## config.mk

```make
export PLATFORM = sky130hd
export DESIGN_NAME = pixel_write_arbiter
export DESIGN_NICKNAME = d
export VERILOG_FILES = /design/src/rtl/pixel_write_arbiter_pkg.sv /design/src/rtl/pixel_write_arbiter_sync_fifo.sv /design/src/rtl/pixel_write_arbiter.sv
export SDC_FILE = /design/constraint.sdc
export NUM_CORES = 1
export LEC_CHECK = 0
export BUFFER_PORTS_ARGS = -buffer_cell sky130_fd_sc_hd__buf_2
export CORE_ASPECT_RATIO = 1.2
export CORE_UTILIZATION = 46
export DETAILED_ROUTE_END_ITERATION = 10
export GPL_ROUTABILITY_DRIVEN = 0
export PLACE_DENSITY = 0.68
export SLEW_MARGIN = 20
export SYNTH_ARGS = -nofsm -noshare
export SYNTH_HDL_FRONTEND = slang
export SYNTH_SLANG_ARGS = --single-unit
export TNS_END_PERCENT = 20
```

## constraint.sdc

```tcl
create_clock -name clk -period 7.4 [get_ports clk]
set_clock_uncertainty 0.15 [all_clocks]
set_input_delay 1.48 -clock clk [delete_from_list [all_inputs] [get_ports clk]]
set_output_delay 1.48 -clock clk [all_outputs]
set_load 0.03 [all_outputs]
```

## src/rtl/pixel_write_arbiter_pkg.sv

```systemverilog
// Shared graphics definitions: memory word layout and the write-request bundle.
package pixel_write_arbiter_pkg;

  localparam int MEM_W      = 32;  // frame-buffer word width
  localparam int BE_W       = 4;   // one enable per byte of the word
  localparam int DEF_ADDR_W = 16;  // default word-address width

  // Request bundle as stored in the write FIFO, MSB first: {addr, wben, data}.
  typedef struct packed {
    logic [DEF_ADDR_W-1:0] addr;
    logic [BE_W-1:0]       wben;
    logic [MEM_W-1:0]      data;
  } pix_req_t;

  // Bundle width for an arbitrary address width.
  function automatic int req_width(input int addr_w);
    return addr_w + BE_W + MEM_W;
  endfunction

endpackage

```

## src/rtl/pixel_write_arbiter_sync_fifo.sv

```systemverilog
// Generic synchronous FIFO with registered occupancy count.
// DEPTH must be a power of two so the pointers wrap for free.
module sync_fifo #(
  parameter int WIDTH = 52,
  parameter int DEPTH = 4
) (
  input  logic                     clk,
  input  logic                     rst_,
  input  logic                     push,
  input  logic [WIDTH-1:0]         push_data,
  input  logic                     pop,
  output logic [WIDTH-1:0]         head,
  output logic                     full,
  output logic                     empty,
  output logic [$clog2(DEPTH):0]   count
);

  localparam int AW = $clog2(DEPTH);
  localparam int CW = AW + 1;

  logic [WIDTH-1:0] mem [DEPTH];
  logic [AW-1:0]    wr_ptr, rd_ptr;
  logic             do_push, do_pop;

  assign full    = (count == CW'(DEPTH));
  assign empty   = (count == '0);
  assign do_push = push & ~full;
  assign do_pop  = pop & ~empty;
  assign head    = mem[rd_ptr];

  // Storage array; contents are don't-care until written, so no reset.
  always_ff @(posedge clk) begin
    if (do_push) mem[wr_ptr] <= push_data;
  end

  // Pointers and occupancy; a simultaneous push and pop leaves count unchanged.
  always_ff @(posedge clk or negedge rst_) begin
    if (!rst_) begin
      wr_ptr <= '0;
      rd_ptr <= '0;
      count  <= '0;
    end else begin
      if (do_push) wr_ptr <= wr_ptr + AW'(1);
      if (do_pop)  rd_ptr <= rd_ptr + AW'(1);
      case ({do_push, do_pop})
        2'b10:   count <= count + CW'(1);
        2'b01:   count <= count - CW'(1);
        default: count <= count;
      endcase
    end
  end

endmodule

```

## src/rtl/pixel_write_arbiter.sv

```systemverilog
// Two-client round-robin pixel write arbiter feeding the frame-buffer port
// through a small FIFO that rides out memory stalls.
module pixel_write_arbiter
  import pixel_write_arbiter_pkg::*;
#(
  parameter int FIFO_DEPTH = 4,
  parameter int ADDR_W     = DEF_ADDR_W
) (
  input  logic              clk,
  input  logic              rst_,
  input  logic [MEM_W-1:0]  p0_data,
  input  logic [ADDR_W-1:0] p0_addr,
  input  logic [BE_W-1:0]   p0_wben,
  input  logic              p0_rts,
  output logic              p0_rtr,
  input  logic [MEM_W-1:0]  p1_data,
  input  logic [ADDR_W-1:0] p1_addr,
  input  logic [BE_W-1:0]   p1_wben,
  input  logic              p1_rts,
  output logic              p1_rtr,
  input  logic              mem_stall,
  output logic              mem_we,
  output logic [ADDR_W-1:0] mem_addr,
  output logic [MEM_W-1:0]  mem_wdata,
  output logic [BE_W-1:0]   mem_wben,
  output logic              idle
);

  localparam int REQ_W = ADDR_W + BE_W + MEM_W;
  localparam int CW    = $clog2(FIFO_DEPTH) + 1;

  logic [1:0]            rts, gnt;
  logic [1:0][REQ_W-1:0] req;
  logic [REQ_W-1:0]      win_req, head;
  logic                  last;   // port served by the most recent transfer
  logic                  xfer, push, fifo_full, fifo_empty;
  logic [CW-1:0]         fifo_count;

  assign rts    = {p1_rts, p0_rts};
  assign req[0] = {p0_addr, p0_wben, p0_data};
  assign req[1] = {p1_addr, p1_wben, p1_data};

  // Grant: nothing while full (registered count), else round-robin on contention.
  always_comb begin
    gnt = 2'b00;
    if (!fifo_full) begin
      case (rts)
        2'b01:   gnt = 2'b01;
        2'b10:   gnt = 2'b10;
        2'b11:   gnt = last ? 2'b01 : 2'b10;
        default: gnt = 2'b00;
      endcase
    end
  end

  assign p0_rtr  = gnt[0];
  assign p1_rtr  = gnt[1];
  assign xfer    = |gnt;
  assign win_req = req[gnt[1]];
  // Zero-enable writes are handshaken but never reach memory.
  assign push    = xfer & (|win_req[MEM_W +: BE_W]);

  // Remember who was served; reset to 1 so port 0 wins the first contention.
  always_ff @(posedge clk or negedge rst_) begin
    if (!rst_)     last <= 1'b1;
    else if (xfer) last <= gnt[1];
  end

  sync_fifo #(
    .WIDTH (REQ_W),
    .DEPTH (FIFO_DEPTH)
  ) u_fifo (
    .clk       (clk),
    .rst_      (rst_),
    .push      (push),
    .push_data (win_req),
    .pop       (mem_we),
    .head      (head),
    .full      (fifo_full),
    .empty     (fifo_empty),
    .count     (fifo_count)
  );

  assign mem_we = ~fifo_empty & ~mem_stall;
  assign idle   = (fifo_count == '0) & ~p0_rts & ~p1_rts;

  // Present the FIFO head to memory; force zeros when there is nothing queued.
  always_comb begin
    mem_addr  = '0;
    mem_wben  = '0;
    mem_wdata = '0;
    if (!fifo_empty) begin
      mem_addr  = head[MEM_W+BE_W +: ADDR_W];
      mem_wben  = head[MEM_W +: BE_W];
      mem_wdata = head[0 +: MEM_W];
    end
  end

endmodule

```

==> summary.md <==
| Metric | Value |
|---|---|
| Die Wd | 130 microns |
| Max Cap Viol | 0 |
| Area growth, synth to finish | 20.0% |
| Post-Place Setup Slack | between 3 and 4 ns |
| Post-synth net total | 556 |
| Crit start category | flop |
| Worst relative slew slack | between 40% and 50% |
| Die Y-Extent | approximately 160 microns |
| DR WL/cell | 18.1 microns |
| Ys Warns | 0 |
| Clk Latency, worst-skew pair | between 0.4 and 0.5 ns |
| Cell variety after synth | 33 |
| Fin crit period | approximately 4.1 ns |
| Clk slew on worst S/H paths | 0.06 ns |
| Syn_area_per_cell | between 20 and 25 sq um |
| Slew Viols, Final | 0 |
| M1 GR Usage | between 20% and 30% |
| CTS tree | built |
| Fill cell count | roughly 1500 |
| Peak VDD IR | ~0.25 mV |
| Seq/Total Area, Yosys | about 72% |
| Post-layout util | ~57% |
| Setup crit end kind | output pin |
| Final setup violation count | 0 |
| Fin Setup TNS | 0 ns |
| Static leakage | between 0.003 and 0.004 uW |
| Vias in the first global route | roughly 4700 |
| GRT Overall Usage | between 10% and 20% |
| Power per cell area | between 400 and 500 nW/um^2 |
| Synth Instances | approximately 440 |
| Initial core utilization | between 40% and 50% |
| Postcts setup bufs | 0 |
| H-Tree Depth | 1 |
| N_diodes | 0 |
| Final Hold Fails | 0 |
| Final net count | 729 |
| Tot Pwr | slightly below 5000 uW |
| Critical setup path kind | flop to output pin |
| RSZ-0062 raised after global routing | no |
| Critical-path maximum fanout | 54 |
| Post-CTS Hold Buffers | 0 |
| Post-route DRC violation count | 0 |
| GRT Max-Usage Layer | met2 |
| IO Count | ~170 |
| Hold_ws | ~0.39 ns |
| First-pass GRT wire length | 24.8 mm |
| Outcome | completed |
| CTS resizes | 0 |
| Root buf cell | clkbuf_16 |
| Synthesis-stage register bit count | approximately 220 |
| CTS Buf Count | 21 |
| Row cnt | 55 |
| Measured slew at the worst slew-check pin | a little under 0.8 ns |
| Initial drt markers | about 190 |
| Largest net degree at the start of global routing | 55 |
| Share of post-route cells with drive strength above 1 | between 40% and 50% |
| DR vias | between 4000 and 5000 |
| GRT Residual Overflow | 0 |
| CTS max path bufs | 3 |
| Worst path cell trace | buf_6, mux4_2, nor2b_1, buf_2 |
| Met3 Use GR | 2.37% |
| CP peak stage delay | 0.62 ns |
| Synthesized cell area | 8990 sq um |
| Crit path DAT | approximately 2.5 ns |
| Worst setup margin | around 3.3 ns |
| Worst min path class | flop to flop |
| Initial antenna violation count | 0 |
| DP Wirelength | 9.82 mm |
| Antenna Nets Post-Route | 0 |
| Met2 Usage GRT | between 30% and 40% |
| Via density | 5.11 |
| CP max-delay cell | mux4_2 |
| Core Box Area | between 15000 and 20000 sq um |
| Total Wirelength | about 16 mm |
| Max Clk Rate | roughly 240 MHz |
| # clock sinks | between 200 and 250 |
| Crit share post-route | between 50% and 60% |
| Drt pass-1 iters | 4 |
| CP required | between 5 and 6 ns |
| Die Footprint | 20100 sq um |
| PortBufs | 164 |
==> cell type report <==
cell class                      count  area, sq um  share of cell area, %
Tap cell                          256          320                   2.97
Inverter                            8         30.0                  0.278
Clock inverter                     12          158                   1.46
Timing Repair Buffer              173          892                   8.27
Clock buffer                       25          541                   5.01
Sequential cell                   216         6450                   59.8
Multi-Input combinational cell    194         2400                   22.2
==> kinds of logic after synthesis <==
logic type | Yosys count | synth area share, %
muxes | 105 | 19.7
xor gates and xnor gates | 6 | 0.584
adders and majority gates | 6 | 0.918
AOI/OAI and AO/OA | 8 | 0.612
and+or+nand+nor | 69 | 4.81
DFF | 216 | 71.7
buffers and inverters | 31 | 1.68
==> Yosys cell counts (all sizes together) <==
| library cell | number | area (sq um) |
|---|---|---|
| or3b | 1 | 8.76 |
| mux2 | 53 | 601 |
| clkbuf | 9 | 33.8 |
| dfrtp | 7 | 175 |
| ha | 5 | 62.6 |
| and2 | 5 | 36.3 |
| nor2b | 52 | 325 |
| a31oi | 2 | 12.5 |
| o21a | 1 | 15.0 |
| a21oi | 3 | 15.0 |
| a21boi | 1 | 7.51 |
| dfstp | 1 | 26.3 |
| o21ai | 1 | 5.00 |
| xnor2 | 3 | 26.3 |
| edfxtp | 208 | 6250 |
| inv | 8 | 30.0 |
| fa | 1 | 20.0 |
| buf | 14 | 87.6 |
| nor3 | 1 | 5.00 |
| nand2 | 4 | 17.5 |
| nor4 | 1 | 6.26 |
| mux4 | 52 | 1170 |
| nor2 | 3 | 11.3 |
| xor2 | 3 | 26.3 |
| or4 | 1 | 11.3 |
| and3 | 1 | 11.3 |
==> through the flow <==
stage / area, sq um / instances
2_1_floorplan: 8990 / 441
3_3_place_gp: 10100 / 847
3_5_place_dp: 10100 / 847
4_1_cts: 10800 / 884
5_1_grt: 10800 / 884
6_report: 10800 / 884
==> routing by layer <==
metal,vias to the layer above,share of wire (%)
li1,2101,-
met2,131,53
met5,-,0
met4,0,1.3
met1,2267,41
met3,22,4.5
==> final timing paths <==
path                                         startpoint                           to  depth (start not counted)  slack, ns
min                         u_fifo.count[0]$_DFFE_PN0P_  u_fifo.count[0]$_DFFE_PN0P_                          1       0.39
min in group asynchronous                          rst_  u_fifo.count[1]$_DFFE_PN0P_                          1       0.67
min reg2reg                 u_fifo.count[0]$_DFFE_PN0P_  u_fifo.count[0]$_DFFE_PN0P_                          1       0.39
max reg2reg                 u_fifo.count[0]$_DFFE_PN0P_  u_fifo.mem[1][11]$_DFFE_PP_                          5       4.41
max in group asynchronous                          rst_             last$_DFFE_PN1N_                          1       6.20
max                        u_fifo.rd_ptr[0]$_DFFE_PN0P_                mem_wdata[25]                          4       3.31
==> flip-flops by register name (all words and copies together) (netlist names) <==
signal / cells
last: 1
u_fifo.count: 3
u_fifo.mem: 208
u_fifo.rd_ptr: 2
u_fifo.wr_ptr: 2
==> power breakdown <==
group          internal (uW)  total, uW  switching [uW]
Combinational            753       1990            1240
Sequential              1770       1850            76.0
Clock                    660       1080             419
==> cells in the final DEF, fill, tap and decap left out, drive strengths merged, types with 2 or more instances in the layout <==
cell,Yosys,layout
clkinv,0,7
xor2,3,3
bufinv,0,4
buf,14,173
mux2,53,53
clkbuf,9,25
nor2,3,3
mux4,52,52
dfrtp,7,7
edfxtp,208,208
and2,5,5
a21oi,3,3
inv,8,9
ha,5,5
a31oi,2,2
nand2,4,4
nor2b,52,52
xnor2,3,3
==> critical path, delay by kind of cell, from the launching register on <==
family,cells,cell delay [ns]
DFF,1,0.40
buffers and inverters,2,0.78
muxes,1,0.62
and+or+nand+nor,1,0.15
Note: power is estimated with default switching activity, not from simulation.
